[src/rtl/b1_toggle_monitor_pkg.sv]
// Shared definitions for the b1 switching-activity monitor: FSM state
// encoding, default geometry and the result-total width helper.
package b1_mon_pkg;

    localparam int MON_WIDTH = 4;
    localparam int MON_CNT_W = 16;
    localparam int MON_WIN_W = 16;

    typedef enum logic [1:0] {
        ST_IDLE,
        ST_ARM,
        ST_ACCUM,
        ST_REPORT
    } mon_state_t;

    // Width that holds the sum of WIDTH counters of cnt_w bits without overflow.
    function automatic int total_w(input int width, input int cnt_w);
        return cnt_w + $clog2(width + 1);
    endfunction

endpackage

[src/rtl/b1_toggle_monitor_if.sv]
// Control, sample and result signals between the monitored-netlist side
// (master) and the toggle monitor (slave).
interface b1_toggle_monitor_if
    import b1_mon_pkg::*;
#(
    parameter int WIDTH = MON_WIDTH,
    parameter int CNT_W = MON_CNT_W,
    parameter int WIN_W = MON_WIN_W
) ();

    localparam int TOT_W = total_w(WIDTH, CNT_W);

    logic                   start;
    logic [WIN_W-1:0]       win_len;
    logic                   in_valid;
    logic [WIDTH-1:0]       in_vec;
    logic                   busy;
    logic                   res_valid;
    logic                   res_ready;
    logic [WIDTH*CNT_W-1:0] res_cnt;
    logic [TOT_W-1:0]       res_total;
    logic [WIN_W-1:0]       res_samples;

    modport master (
        output start, win_len, in_valid, in_vec, res_ready,
        input  busy, res_valid, res_cnt, res_total, res_samples
    );

    modport slave (
        input  start, win_len, in_valid, in_vec, res_ready,
        output busy, res_valid, res_cnt, res_total, res_samples
    );

endinterface

[src/rtl/b1_toggle_monitor_toggle_cnt.sv]
// Per-bit toggle counter. Exposes the value the counter takes at the next
// edge so the parent can capture final counts on the same edge as the
// last increment.
// Build option: TOGGLE_MON_SATURATE_EN makes the counter saturate at all
// ones instead of wrapping.
module toggle_cnt #(
    parameter int CNT_W = 16
) (
    input  logic             clk,
    input  logic             rst,
    input  logic             clear,
    input  logic             en,
    input  logic             differ,
    output logic [CNT_W-1:0] cnt_nxt
);

    logic [CNT_W-1:0] cnt_q;

    // Next count: clear wins, otherwise count a toggle on an enabled sample.
    always_comb begin
        // NOTE: default first so every path assigns cnt_nxt and no latch is inferred.
        cnt_nxt = cnt_q;
        if (clear) begin
            cnt_nxt = '0;
        end else if (en && differ) begin
`ifdef TOGGLE_MON_SATURATE_EN
            if (cnt_q != '1) begin
                cnt_nxt = cnt_q + CNT_W'(1);
            end
`else
            cnt_nxt = cnt_q + CNT_W'(1);
`endif
        end
    end

    // Counter register with synchronous reset.
    always_ff @(posedge clk) begin
        // NOTE: non-blocking so all registers update together at the edge.
        if (rst) begin
            cnt_q <= '0;
        end else begin
            cnt_q <= cnt_nxt;
        end
    end

endmodule

[src/rtl/b1_toggle_monitor.sv]
// Switching-activity monitor for the b1 netlist outputs {g,f,e,d}. Counts
// per-bit toggles over a window of valid samples and reports per-bit
// counts, their total and the sample count through a valid/ready handshake.
// Build option: TOGGLE_MON_SATURATE_EN (saturating per-bit counters,
// see toggle_cnt).
module b1_toggle_monitor
    import b1_mon_pkg::*;
#(
    parameter int WIDTH = MON_WIDTH,
    parameter int CNT_W = MON_CNT_W,
    parameter int WIN_W = MON_WIN_W
) (
    input logic                 clk,
    input logic                 rst,
    b1_toggle_monitor_if.slave  bus
);

    localparam int TOT_W = total_w(WIDTH, CNT_W);

    mon_state_t             state_q;
    mon_state_t             state_nxt;
    logic [WIN_W-1:0]       win_len_q;
    logic [WIN_W-1:0]       sample_cnt_q;
    logic [WIN_W-1:0]       sample_cnt_inc;
    logic [WIDTH-1:0]       prev_q;
    logic [CNT_W-1:0]       cnt_nxt [WIDTH];
    logic [TOT_W-1:0]       total_nxt;
    logic [WIDTH*CNT_W-1:0] res_cnt_q;
    logic [TOT_W-1:0]       res_total_q;
    logic [WIN_W-1:0]       res_samples_q;

    logic start_acc;
    logic arm_take;
    logic accum_en;
    logic last_sample;
    logic enter_report;

    assign start_acc      = (state_q == ST_IDLE) && bus.start;
    assign arm_take       = (state_q == ST_ARM) && bus.in_valid;
    assign accum_en       = (state_q == ST_ACCUM) && bus.in_valid;
    assign sample_cnt_inc = sample_cnt_q + WIN_W'(1);
    assign last_sample    = accum_en && (sample_cnt_inc == win_len_q);
    assign enter_report   = (state_nxt == ST_REPORT) && (state_q != ST_REPORT);

    // One toggle counter per monitored bit; cleared when a measurement starts.
    for (genvar i = 0; i < WIDTH; i++) begin : g_cnt
        toggle_cnt #(.CNT_W(CNT_W)) u_cnt (
            .clk     (clk),
            .rst     (rst),
            .clear   (start_acc),
            .en      (accum_en),
            .differ  (bus.in_vec[i] ^ prev_q[i]),
            .cnt_nxt (cnt_nxt[i])
        );
    end

    // FSM state register.
    always_ff @(posedge clk) begin
        if (rst) begin
            state_q <= ST_IDLE;
        end else begin
            state_q <= state_nxt;
        end
    end

    // FSM next-state logic; start is only looked at in IDLE.
    always_comb begin
        state_nxt = state_q;
        unique case (state_q)
            ST_IDLE: begin
                if (bus.start) begin
                    state_nxt = (bus.win_len == '0) ? ST_REPORT : ST_ARM;
                end
            end
            ST_ARM: begin
                if (bus.in_valid) begin
                    state_nxt = ST_ACCUM;
                end
            end
            ST_ACCUM: begin
                if (last_sample) begin
                    state_nxt = ST_REPORT;
                end
            end
            ST_REPORT: begin
                if (bus.res_ready) begin
                    state_nxt = ST_IDLE;
                end
            end
            default: state_nxt = ST_IDLE;
        endcase
    end

    // FSM outputs depend on the state register only.
    always_comb begin
        bus.busy      = (state_q != ST_IDLE);
        bus.res_valid = (state_q == ST_REPORT);
    end

    // Window bookkeeping: captured length, sample counter and reference sample.
    always_ff @(posedge clk) begin
        if (rst) begin
            win_len_q    <= '0;
            sample_cnt_q <= '0;
            prev_q       <= '0;
        end else begin
            if (start_acc) begin
                win_len_q    <= bus.win_len;
                sample_cnt_q <= '0;
            end
            if (arm_take) begin
                prev_q <= bus.in_vec;
            end
            if (accum_en) begin
                prev_q       <= bus.in_vec;
                sample_cnt_q <= sample_cnt_inc;
            end
        end
    end

    // Sum of the final per-bit counts, wide enough never to overflow.
    always_comb begin
        total_nxt = '0;
        for (int i = 0; i < WIDTH; i++) begin
            total_nxt = total_nxt + TOT_W'(cnt_nxt[i]);
        end
    end

    // Result registers, loaded on the edge that enters REPORT and held there.
    always_ff @(posedge clk) begin
        if (rst) begin
            res_cnt_q     <= '0;
            res_total_q   <= '0;
            res_samples_q <= '0;
        end else if (enter_report) begin
            for (int i = 0; i < WIDTH; i++) begin
                res_cnt_q[i*CNT_W +: CNT_W] <= cnt_nxt[i];
            end
            res_total_q   <= total_nxt;
            res_samples_q <= start_acc ? bus.win_len : win_len_q;
        end
    end

    assign bus.res_cnt     = res_cnt_q;
    assign bus.res_total   = res_total_q;
    assign bus.res_samples = res_samples_q;

endmodule

[src/flat_wrapper.sv]
// flat-port wrapper written by rule: the top's interface ports become plain ports
module b1_toggle_monitor_flat import b1_mon_pkg::*;
#(
    parameter int WIDTH = MON_WIDTH,
    parameter int CNT_W = MON_CNT_W,
    parameter int WIN_W = MON_WIN_W
)
  (clk, rst, bus_start, bus_win_len, bus_in_valid, bus_in_vec, bus_res_ready, bus_busy, bus_res_valid, bus_res_cnt, bus_res_total, bus_res_samples);
  b1_toggle_monitor_if #(.WIDTH(WIDTH), .CNT_W(CNT_W), .WIN_W(WIN_W)) bus_i ();
  input logic clk;
  input logic rst;
  input wire logic [$bits(bus_i.start)-1:0] bus_start;
  input wire logic [$bits(bus_i.win_len)-1:0] bus_win_len;
  input wire logic [$bits(bus_i.in_valid)-1:0] bus_in_valid;
  input wire logic [$bits(bus_i.in_vec)-1:0] bus_in_vec;
  input wire logic [$bits(bus_i.res_ready)-1:0] bus_res_ready;
  output wire logic [$bits(bus_i.busy)-1:0] bus_busy;
  output wire logic [$bits(bus_i.res_valid)-1:0] bus_res_valid;
  output wire logic [$bits(bus_i.res_cnt)-1:0] bus_res_cnt;
  output wire logic [$bits(bus_i.res_total)-1:0] bus_res_total;
  output wire logic [$bits(bus_i.res_samples)-1:0] bus_res_samples;
  assign bus_i.start = bus_start;
  assign bus_i.win_len = bus_win_len;
  assign bus_i.in_valid = bus_in_valid;
  assign bus_i.in_vec = bus_in_vec;
  assign bus_i.res_ready = bus_res_ready;
  assign bus_busy = bus_i.busy;
  assign bus_res_valid = bus_i.res_valid;
  assign bus_res_cnt = bus_i.res_cnt;
  assign bus_res_total = bus_i.res_total;
  assign bus_res_samples = bus_i.res_samples;
  b1_toggle_monitor #(.WIDTH(WIDTH), .CNT_W(CNT_W), .WIN_W(WIN_W)) u_core (.clk(clk), .rst(rst), .bus(bus_i));
endmodule
[config.mk]
export PLATFORM = sky130hd
export DESIGN_NAME = b1_toggle_monitor_flat
export DESIGN_NICKNAME = d
export VERILOG_FILES = /design/src/rtl/b1_toggle_monitor_pkg.sv /design/src/rtl/b1_toggle_monitor_if.sv /design/src/rtl/b1_toggle_monitor_toggle_cnt.sv /design/src/rtl/b1_toggle_monitor.sv /design/src/flat_wrapper.sv
export SDC_FILE = /design/constraint.sdc
export NUM_CORES = 1
export LEC_CHECK = 0
export BUFFER_PORTS_ARGS = -buffer_cell sky130_fd_sc_hd__buf_4
export CAP_MARGIN = 25
export CORE_MARGIN = 2
export CORE_UTILIZATION = 60
export CTS_CLUSTER_SIZE = 20
export DETAILED_ROUTE_END_ITERATION = 16
export GPL_ROUTABILITY_DRIVEN = 0
export PLACE_DENSITY_LB_ADDON = 0.3
export RECOVER_POWER = 100
export SETUP_SLACK_MARGIN = 0.3
export SYNTH_ARGS = -nofsm -noshare
export SYNTH_HDL_FRONTEND = slang
export SYNTH_SLANG_ARGS = --single-unit
[constraint.sdc]
create_clock -name clk -period 12.2 [get_ports clk]
set_input_delay 1.22 -clock clk [delete_from_list [all_inputs] [get_ports clk]]
set_output_delay 1.22 -clock clk [all_outputs]
set_load 0.02 [all_outputs]
; ---- Yosys cells after proc, flatten, opt, wreduce, memory -nomap -nowiden
; Index checks and enable logic that the tools add are counted.
[op_classes]
bitwise = 4
n_reduce_logical = 14
n_eq_ne = 6
addsub = 8
muxes = 19
[ops]
columns = operator, count
row1 = 16-bit two-way mux, 11
row2 = "16-bit by 1-bit adder with 16-bit output, second input constant", 5
row3 = 19-bit by 16-bit adder with 19-bit output, 2
row4 = 16-bit by 16-bit adder with 17-bit output, 1
row5 = 16-bit == test, 1
row6 = 16-bit logical NOT, 1
row7 = 2-bit two-way mux, 5
row8 = 1-bit logical AND, 9
row9 = 4-bit two-way mux, 2
row10 = 2-bit case mux with 4 select lines, 1
row11 = "2-bit == test, second input constant", 3
row12 = 2-bit nonzero test, 3
row13 = 1-bit bitwise XOR, 4
row14 = "2-bit by 1-bit == test with 1-bit output, second input constant", 1
row15 = 2-bit logical NOT, 1
row16 = "2-bit != test, second input constant", 1
[totals]
out_inout_bits = 101
inputBits = 25
elab_cells = 62
reg_bits = 201

; ---- Depth between registers and ports, before layout
; Gate-level depths: netlist of the first run.
[logic_depth]
ltp_word = 8
mapped_depth = 29

; ---- Modules after synthesis
; Synthesis of the first run repeated with hierarchy kept, for this count alone.
[hier_totals]
hier_cells = 1290
hier_area_um2 = 11308.3
[by_module_without_submodules]
columns = mod, instances, area_per_inst_um2, cells_per_inst
row1 = b1_toggle_monitor, 1, 7764.9, 846
row2 = toggle_cnt, 4, 885.8, 111

; ---- Least setup slack after synthesis of the first run
; Ideal clock, no wire load.
[synth_timing]
kind = input port to flip-flop
from = in bus_start
to = reg u_core.res_total_q[16] (netlist: u_core.bus.res_total[16])
required_ns = 12.129
path_stages = 26
setup_slack_ns = 5.813
t_arrival_ns = 6.317
cell_sequence = nand2b_1 nor2_1 clkbuf_1 buf_1 buf_1 nor2_1 ha_1 inv_1 fa_1 nor2b_1 o21ai_0 a21boi_0 o211ai_1 a21oi_1 o21a_1 or2_2 fa_1 inv_1 ha_1 or3_1 a211o_1 a221o_1 o41ai_1 xnor2_1 nand2_1 a21oi_1
[synth_lines]
columns = item, line_no
row1 = "start, declared", flat_wrapper.sv:12  ; input wire logic [$bits(bus_i.start)-1:0] bus_start;
row2 = "end signal, assigned", b1_toggle_monitor.sv:139  ; res_total_q <= total_nxt;
row3 = "end, declared", b1_toggle_monitor.sv:29  ; logic [TOT_W-1:0] res_total_q;

==> flow_metrics.py, run 1 <==
metrics = {
    "clocking": {
        "cts_max_level": 4,
        "clk_pin_slew_ps": 70,
        "tritoncts": "done",
        "cts_buffers": 17,
        "clock-sinks": 200,
        "insertion_delay_ps": 450,
        "cts-resized-gates": 0,
        "clk_root_buffer_cell": "clkbuf_16",
        "cts_hold_buf": 0,
        "post_cts_buffers": 0,
        "cts_max_path_buffers": 2,
    },
    "timing": {
        "fin_ws_ps": 4100,
        "max_freq_mhz": 123,
        "post-route-period-util_pct": 66.4,
        "setup_tns_ps": 0,
        "tightest_slew_ps": 4060,
        "skew_ps": 10.4,
        "maxSlewViolCount": 313,
        "slew_headroom_pct": -171,
        "finalHoldViolations": 0,
        "setup_violations": 0,
        "period_minus_slack_ps": 8100,
        "rsz0062_at_grt": "no",
    },
    "layout": {
        "antenna_cells": 0,
        "syn_to_final_growth_pct": 11.4,
        "final_cell_area_sq_um": 11700,
        "finish.utilization_pct": 68.0,
        "seq_area_sq_um": 4000,
        "fill_cells": 1519,
        "multiInputGateArea_sq_um": 5940,
        "drive_above_1_share_pct": 5.75,
        "fin_nets": 1492,
    },
    "grt": {
        "grt_max_degree": 93,
        "antenna_found_initial": 0,
        "gr-total-overflow": 0,
        "grt_usage_pct": 29.0,
        "grt_pass1_vias": 8854,
        "grt_pass1_wl_mm": 43.0,
    },
    "routing": {
        "detail-route-antenna-nets": 0,
        "route.detailed.drc": 0,
        "vias_per_cell": 5.67,
        "firstDrtPassIters": 6,
        "drtIter0Drc": 832,
        "vias": 9361,
        "wl_per_cell_microns": 15.8,
        "drt_wl_total_mm": 26.1,
    },
    "setup_path": {
        "crit_path_end_kind": "flop",
        "rrSetupSlack_ps": 4400,
        "reg2reg_depth": 21,
        "crit_end": "u_core.bus.res_total[17]",
        "critPathSlowestCell": "clkbuf_1",
        "start_kind": "input pin",
        "cp.arrival_ps": 8300,
        "cp_max_fo": 62,
        "cp_cell_sequence": "clkbuf_4 > nand2b_1 > or2_2 > clkbuf_1 > nand2_1 > inv_1 > ha_1 > a21o_1 > a211oi_1 > nor2_1 > o41ai_1 > xnor2_1 > fa_1 > inv_1 > ha_1 > or3_1 > o311ai_0 > a211oi_1 > o21ai_0 > nand2b_1 > a211oi_1 > nor3_1",
        "crit_required_ps": 12400,
        "crit_type": "input pin to flop",
        "r2r_start": "u_core.state_q[0]",
        "reg2reg_to": "u_core.bus.res_total[17]",
        "cp-startpoint": "bus_start",
        "cpPeakStageDelay_ps": 2040,
        "crit_top_cell": "a211oi_1",
    },
    "floorplanning": {
        "io_pins": 126,
        "placement_rows": 48,
        "dieArea_sq_um": 18600,
        "core_area_sq_um": 17200,
        "initial_core_util_pct": 61.1,
        "die_x_microns": 136,
        "die_y_microns": 136,
    },
    "pwr": {
        "leakagePower_nw": 4.66,
        "vdd_drop_max_v": 0.000106,
        "power.density_nw_per_um2": 116,
    },
    "logic_synthesis": {
        "synth_most_common_cell": "nand2_1",
        "async_reset_ff_share_pct": 0,
        "synth_top_area_share_pct": 38.2,
        "ys_warn_count": 0,
        "ys.flop_type": "dfxtp_1",
        "synth_cells": 1334,
        "ys_seq_area_share_pct": 38.2,
        "synthDistinctLibCells": 62,
        "synthTopCellsByArea": "dfxtp_1 (38%), nand2_1 (9.6%), xnor2_1 (5.6%)",
        "yosysTopAreaCell": "dfxtp_1",
        "ys_seq_elements": 200,
        "syn_nets": 1414,
        "synth_edf_count": 0,
        "syn_avg_cell_area_sq_um": 7.87,
        "syn_area_sq_um": 10500,
        "synthTopCellsByCount": "nand2_1 (268), dfxtp_1 (200), nor2_1 (134), a21oi_1 (100), nand3_1 (78)",
    },
    "place": {
        "pre_cts_slack_ps": 5250,
        "place_area_sq_um": 11500,
        "dpl.hpwl_mm": 18.6,
        "port_buffers": 124,
    },
    "flow_run": {
        "drv_cap": 6,
    },
    "outcome": {
        "violations": "capacitance limit, slew limit",
        "status": "finished, violations left",
    },
    "worst_hold_path": {
        "min-delay-start": "u_core.bus.res_total[4]",
        "hold_class": "flop to flop",
    },
}
state kept, by name, summed over array words and instances, names as in the netlist:
register,count
u_core.g_cnt.u_cnt.cnt_q,64
u_core.state_q,2
u_core.bus.res_samples,16
u_core.sample_cnt_q,16
u_core.bus.res_total,18
u_core.win_len_q,16
u_core.bus.res_cnt,64
u_core.prev_q,4
routing by layer:
layer | GRT usage (%) | up-vias | share of wire, % | wire length (microns)
met5 | 0 | - | 0 | 0
met4 | 10.2 | 0 | 1.9 | 491
met3 | 5.56 | 38 | 6.0 | 1570
met2 | 48.5 | 301 | 49 | 12700
met1 | 37.5 | 4372 | 43 | 11300
li1 | - | 4650 | - | -
through the flow:
step / instances / power (mW) / hold slack (ps)
after global placement: 1615 / 0.771 / 438
after floorplan: 1334 / 0.744 / 466
final: 1650 / 1.36 / 450
after CTS: 1648 / 1.36 / 453
after global routing: 1650 / 1.40 / 468
after detailed placement: 1616 / 0.773 / 443
worst min-delay path by stage:
stage                                      end  slack [ps]  cells after the start
floorplan                 u_core.win_len_q[10]         470                      2
detailed placement      u_core.bus.res_cnt[50]         440                      2
global route            u_core.bus.res_cnt[15]         470                      2
CTS                 u_core.bus.res_samples[13]         450                      2
finish                 u_core.bus.res_total[4]         450                      2
global placement     u_core.bus.res_samples[8]         440                      2
placed cells by master, fill, tap and decap left out, drive strengths merged, types with 4 or more instances in the layout:
master,instances
mux2i,8
nor2,134
inv,58
nand2,268
clkbuf,126
nand4,21
or3,9
and4,6
or4,6
and3,12
xnor2,67
nor3,53
o21a,6
a21oi,102
ha,37
fa,18
o21ai,31
nor2b,7
nand3,82
xor2,40
o31ai,4
dfxtp,200
buf,28
nand2b,13
a211oi,9
and2,4
nor4,9
o211ai,5
or2,10
a21o,6
area by class of cell:
type                       count  area share (%)
timing repair buffer         135            5.53
inverter                      51            1.64
multi-input combinational   1007            50.8
clock buffer                  19            3.79
sequential                   200            34.3
clock inverter                13            1.55
tap                          225            2.41
power breakdown:
group / switching (mW) / internal, mW / total (mW)
sequential: 0.00652 / 0.660 / 0.666
clock: 0.267 / 0.336 / 0.603
combinational: 0.0651 / 0.0248 / 0.0899
total: 0.339 / 1.02 / 1.36
critical path, delay by kind of cell:
| family | cells | cell delay [ps] |
|---|---|---|
| AOI/OAI and AO/OA | 7 | 2240 |
| xor gates and xnor gates | 1 | 170 |
| adders and majority gates | 3 | 960 |
| buffers and inverters | 4 | 2380 |
| and+or+nand+nor | 7 | 1320 |
cell families after synthesis:
| family | synth area share, % |
|---|---|
| multiplexers | 1.09 |
| XOR/XNOR | 8.93 |
| flip-flops | 38.2 |
| adder cells (fa/ha/maj) | 7.85 |
| AO/OA/AOI/OAI | 11.0 |
| buffers and inverters | 5.22 |
| AND/OR/NAND/NOR | 27.8 |
| other | 0.0357 |
Power figures use the tool's default switching activity.
==> run 2, diff against run 1 <==
--- a/config.mk
+++ b/config.mk
@@ -8,7 +8,7 @@
 export BUFFER_PORTS_ARGS = -buffer_cell sky130_fd_sc_hd__buf_4
 export CAP_MARGIN = 25
 export CORE_MARGIN = 2
-export CORE_UTILIZATION = 60
+export CORE_UTILIZATION = 53
 export CTS_CLUSTER_SIZE = 20
 export DETAILED_ROUTE_END_ITERATION = 16
 export GPL_ROUTABILITY_DRIVEN = 0
==> constraint.sdc (replaced) <==
create_clock -name clk -period 7.3 [get_ports clk]
set_input_delay 0.73 -clock clk [delete_from_list [all_inputs] [get_ports clk]]
set_output_delay 0.73 -clock clk [all_outputs]
set_load 0.02 [all_outputs]
==> flow_metrics.py, run 2 (same netlist as run 1, synthesis figures left out) <==
metrics = {
    "clocking": {
        "clk_root_buffer_cell": "clkbuf_16",
        "tritoncts": "done",
        "cts_max_level": 4,
        "cts-resized-gates": 0,
        "cts_buffers": 17,
        "cts_hold_buf": 0,
        "post_cts_buffers": 0,
        "clock-sinks": 200,
        "insertion_delay_ps": 450,
        "clk_pin_slew_ps": 70,
        "cts_max_path_buffers": 2,
    },
    "timing": {
        "rsz0062_at_grt": "no",
        "finalHoldViolations": 0,
        "maxSlewViolCount": 200,
        "tightest_slew_ps": 2790,
        "period_minus_slack_ps": 6390,
        "fin_ws_ps": 906,
        "slew_headroom_pct": -86.1,
        "skew_ps": 15.8,
        "max_freq_mhz": 156,
        "setup_violations": 0,
        "post-route-period-util_pct": 87.6,
        "setup_tns_ps": 0,
        "hold_ws_ps": 450,
    },
    "setup_path": {
        "crit_path_end_kind": "flop",
        "reg2reg_depth": 22,
        "cp_max_fo": 26,
        "cp_cell_sequence": "nand3b_1 > clkbuf_1 > or3_1 > xor2_1 > nor2_1 > ha_1 > o21ai_0 > a21boi_0 > o211ai_1 > a21oi_1 > o21a_1 > or2_2 > fa_1 > inv_1 > ha_1 > or3_1 > a211o_1 > a221o_1 > o41ai_1 > xnor2_1 > nand2_1 > a21oi_1",
        "crit_type": "flop to flop",
        "cp.arrival_ps": 6760,
        "crit_required_ps": 7670,
        "rrSetupSlack_ps": 910,
        "cpPeakStageDelay_ps": 580,
        "r2r_start": "u_core.state_q[1]",
        "reg2reg_to": "u_core.bus.res_total[16]",
        "start_kind": "flop",
        "critPathSlowestCell": "or3_1",
    },
    "pwr": {
        "leakagePower_nw": 4.64,
        "power.density_nw_per_um2": 189,
        "vdd_drop_max_v": 0.000171,
        "finalPower_mw": 2.21,
    },
    "routing": {
        "vias": 9324,
        "wl_per_cell_microns": 15.7,
        "firstDrtPassIters": 6,
        "drtIter0Drc": 706,
        "route.detailed.drc": 0,
        "detail-route-antenna-nets": 0,
        "vias_per_cell": 5.52,
        "drt_wl_total_mm": 26.5,
    },
    "layout": {
        "fill_cells": 1863,
        "instances_no_fill": 1690,
        "finish.utilization_pct": 60.1,
        "antenna_cells": 0,
        "mostFrequentLayoutCells": "nand2_1 (268), dfxtp_1 (200), nor2_1 (133), clkbuf_1 (105), a21oi_1 (101)",
        "final_cell_area_sq_um": 11700,
        "fin_nets": 1492,
        "final_common_cell": "nand2_1",
        "drive_above_1_share_pct": 5.68,
        "syn_to_final_growth_pct": 11.4,
    },
    "worst_hold_path": {
        "min-delay-start": "u_core.bus.res_cnt[49]",
        "holdPathEnd": "u_core.bus.res_cnt[49]",
        "hold_depth": 2,
        "hold_class": "flop to flop",
    },
    "grt": {
        "busiest_layer": "met2",
        "gr-total-overflow": 0,
        "grt_usage_pct": 26.0,
        "grt_max_degree": 86,
        "grt_pass1_wl_mm": 43.5,
        "grt_pass1_vias": 8857,
        "antenna_found_initial": 0,
        "met1_usage_pct": 35.2,
        "grtUsageMet2_pct": 43.6,
        "grtUsageMet3_pct": 4.01,
    },
    "floorplanning": {
        "die_x_microns": 145,
        "placement_rows": 51,
        "initial_core_util_pct": 53.9,
        "core_area_sq_um": 19500,
        "io_pins": 126,
        "dieArea_sq_um": 20900,
        "die_y_microns": 145,
    },
    "place": {
        "place_area_sq_um": 11500,
        "place_inst": 1657,
        "port_buffers": 124,
        "pre_cts_slack_ps": 1030,
        "dpl.hpwl_mm": 18.8,
    },
    "flow_run": {
        "drv_cap": 4,
    },
    "outcome": {
        "violations": "capacitance limit, slew limit",
        "status": "finished, violations left",
    },
}
run 2: how the worst max path moves through the flow:
| stage | start | endpoint | slack (ps) | depth (start not counted) |
|---|---|---|---|---|
| detailed placement | bus_in_valid | u_core.bus.res_total[16] | 1030 | 22 |
| CTS | u_core.state_q[1] | u_core.bus.res_total[16] | 1260 | 21 |
| floorplan | bus_start | u_core.bus.res_total[16] | 1400 | 26 |
| global placement | bus_in_valid | u_core.bus.res_total[16] | 1160 | 22 |
| finish | u_core.state_q[1] | u_core.bus.res_total[16] | 910 | 22 |
| global route | u_core.state_q[0] | u_core.bus.res_total[17] | 470 | 17 |
run 2: cell type report:
class / count / area (sq um) / share of cell area, %
Clock buffer: 19 / 443 / 3.79
Clock inverter: 13 / 141 / 1.21
Inverter: 51 / 191 / 1.64
Multi-Input combinational cell: 1007 / 5940 / 50.8
Sequential cell: 200 / 4000 / 34.2
Tap cell: 265 / 332 / 2.84
Timing Repair Buffer: 135 / 641 / 5.48
run 2: worst max-delay path, delay by kind of cell (launching register included):
family / cells / cell delay, ps
buffers and inverters: 2 / 560
adder cells (fa/ha/maj): 3 / 960
flip-flops: 1 / 570
AND/OR/NAND/NOR: 6 / 1720
XOR/XNOR: 2 / 340
AO/OA/AOI/OAI: 9 / 2180
run 2: power breakdown:
part,switching (mW),internal (mW)
combinational,0.110,0.0416
clock,0.450,0.490
sequential,0.0110,1.10
total,0.571,1.63
run 2: layer usage:
metal  vias up  share of wire (%)  wire, microns
met3        32                5.0           1320
met1      4391                 45          12000
met5         -                  0              0
li1       4647                  -              -
met4         0                1.6            429
met2       254                 48          12700
==> run 3, diff against run 2 <==
--- a/config.mk
+++ b/config.mk
@@ -12,7 +12,7 @@
 export CTS_CLUSTER_SIZE = 20
 export DETAILED_ROUTE_END_ITERATION = 16
 export GPL_ROUTABILITY_DRIVEN = 0
-export PLACE_DENSITY_LB_ADDON = 0.3
+export PLACE_DENSITY = 0.79
 export RECOVER_POWER = 100
 export SETUP_SLACK_MARGIN = 0.3
 export SYNTH_ARGS = -nofsm -noshare
==> flow_metrics.py, run 3 (same netlist as run 1, synthesis figures left out) <==
metrics = {
    "setup_path": {
        "crit_required_ps": 7660,
        "rrSetupSlack_ps": 980,
        "r2r_start": "u_core.state_q[1]",
        "cp.arrival_ps": 6690,
        "cp_max_fo": 26,
        "crit_path_end_kind": "flop",
        "reg2reg_depth": 22,
        "reg2reg_to": "u_core.bus.res_total[16]",
        "start_kind": "flop",
        "crit_type": "flop to flop",
    },
    "clocking": {
        "cts_max_level": 4,
        "cts_hold_buf": 0,
        "clk_pin_slew_ps": 80,
        "clock-sinks": 200,
        "cts-resized-gates": 0,
        "cts_buffers": 17,
        "insertion_delay_ps": 430,
        "tritoncts": "done",
        "post_cts_buffers": 0,
        "cts_max_path_buffers": 2,
        "clk_root_buffer_cell": "clkbuf_16",
    },
    "grt": {
        "grt_max_degree": 62,
        "grt_pass1_wl_mm": 43.4,
        "grtUsageMet3_pct": 4.77,
        "grt_pass1_vias": 8971,
        "grt_usage_pct": 26.1,
        "gr-total-overflow": 0,
        "met1_usage_pct": 34.0,
        "busiest_layer": "met2",
        "grtUsageMet2_pct": 44.1,
        "antenna_found_initial": 0,
    },
    "place": {
        "port_buffers": 124,
        "dpl.hpwl_mm": 19.3,
        "place_inst": 1658,
    },
    "layout": {
        "multiInputGateArea_sq_um": 5960,
        "syn_to_final_growth_pct": 11.7,
        "seq_area_sq_um": 4000,
        "mostFrequentLayoutCells": "nand2_1 (268), dfxtp_1 (200), nor2_1 (133), clkbuf_1 (105), a21oi_1 (101)",
        "drive_above_1_share_pct": 5.82,
        "fin_nets": 1493,
        "antenna_cells": 0,
        "final_common_cell": "nand2_1",
        "instances_no_fill": 1691,
        "fill_cells": 1807,
    },
    "timing": {
        "max_freq_mhz": 158,
        "setup_tns_ps": 0,
        "rsz0062_at_grt": "no",
        "post-route-period-util_pct": 86.6,
        "period_minus_slack_ps": 6320,
        "setup_violations": 0,
        "slew_headroom_pct": -80.1,
        "tightest_slew_ps": 2700,
        "skew_ps": 13.9,
        "finalHoldViolations": 0,
        "maxSlewViolCount": 255,
    },
    "worst_hold_path": {
        "hold_depth": 2,
        "hold_class": "flop to flop",
        "holdPathEnd": "u_core.bus.res_samples[11]",
        "min-delay-start": "u_core.bus.res_samples[11]",
    },
    "floorplanning": {
        "die_x_microns": 145,
        "initial_core_util_pct": 53.9,
        "die_y_microns": 145,
        "dieArea_sq_um": 20900,
        "placement_rows": 51,
        "io_pins": 126,
        "core_area_sq_um": 19500,
    },
    "pwr": {
        "vdd_drop_max_v": 0.000162,
        "power.density_nw_per_um2": 189,
        "leakagePower_nw": 4.65,
    },
    "routing": {
        "drtIter0Drc": 767,
        "firstDrtPassIters": 5,
        "drt_wl_total_mm": 26.6,
        "route.detailed.drc": 0,
        "vias_per_cell": 5.54,
        "wl_per_cell_microns": 15.7,
        "vias": 9362,
        "detail-route-antenna-nets": 0,
    },
    "outcome": {
        "status": "finished, violations left",
        "violations": "capacitance limit, slew limit",
    },
    "flow_run": {
        "drv_cap": 5,
    },
}
[run 3: cell types whose count changed in the layout (fill, tap and decap cells not counted), sizes merged]
cell and change:
clkinv -1, clkinvlp -1, inv +3
[run 3: cell type report]
class                           instances  area share (%)
Multi-Input combinational cell       1007            50.9
Sequential cell                       200            34.2
Timing Repair Buffer                  136            5.43
Clock buffer                           18            3.75
Tap cell                              265            2.83
Inverter                               51            1.63
Clock inverter                         14            1.35
[run 3: per-layer routing]
layer  up-vias  routed length [microns]
met5         -                        0
met4         0                      518
met3        38                     1550
met2       312                    12700
met1      4351                    11900
li1       4661                        -
[run 3: through the flow]
step,utilization (%),power [mW],setup WS (ps),area (sq um),hold WS [ps]
after CTS,62.3,2.23,1200,12100,452
after floorplan,-,1.24,1400,10500,466
after global placement,59.1,1.29,1160,11500,438
after global routing,60.2,2.29,423,11700,464
after detailed placement,59.2,1.29,995,11500,442
final,60.2,2.22,976,11700,448
[run 3: worst max path at each step]
stage | start | endpoint | slack [ps] | depth (start not counted)
floorplan | bus_start | u_core.bus.res_total[16] | 1400 | 26
global placement | bus_in_valid | u_core.bus.res_total[16] | 1160 | 22
detailed placement | bus_in_valid | u_core.bus.res_total[16] | 990 | 22
CTS | u_core.state_q[1] | u_core.bus.res_total[16] | 1200 | 21
global route | u_core.state_q[0] | u_core.bus.res_total[17] | 420 | 17
finish | u_core.state_q[1] | u_core.bus.res_total[16] | 980 | 22
[run 3: worst max-delay path: stages, from the launching register on]
cell and delay [ps]:
dfxtp_1 560, nand3b_1 220, clkbuf_1 530, or3_1 580
xor2_1 230, nor2_1 70, ha_1 320, o21ai_0 110
a21boi_0 140, o211ai_1 290, a21oi_1 130, o21a_1 210
or2_2 310, fa_1 490, inv_1 40, ha_1 200
or3_1 350, a211o_1 310, a221o_1 330, o41ai_1 400
xnor2_1 160, nand2_1 70, a21oi_1 220
[run 3: where the power goes]
part / switching [mW] / internal [mW] / total (mW)
clock network: 0.453 / 0.496 / 0.949
logic: 0.111 / 0.0418 / 0.153
registers: 0.0110 / 1.10 / 1.11
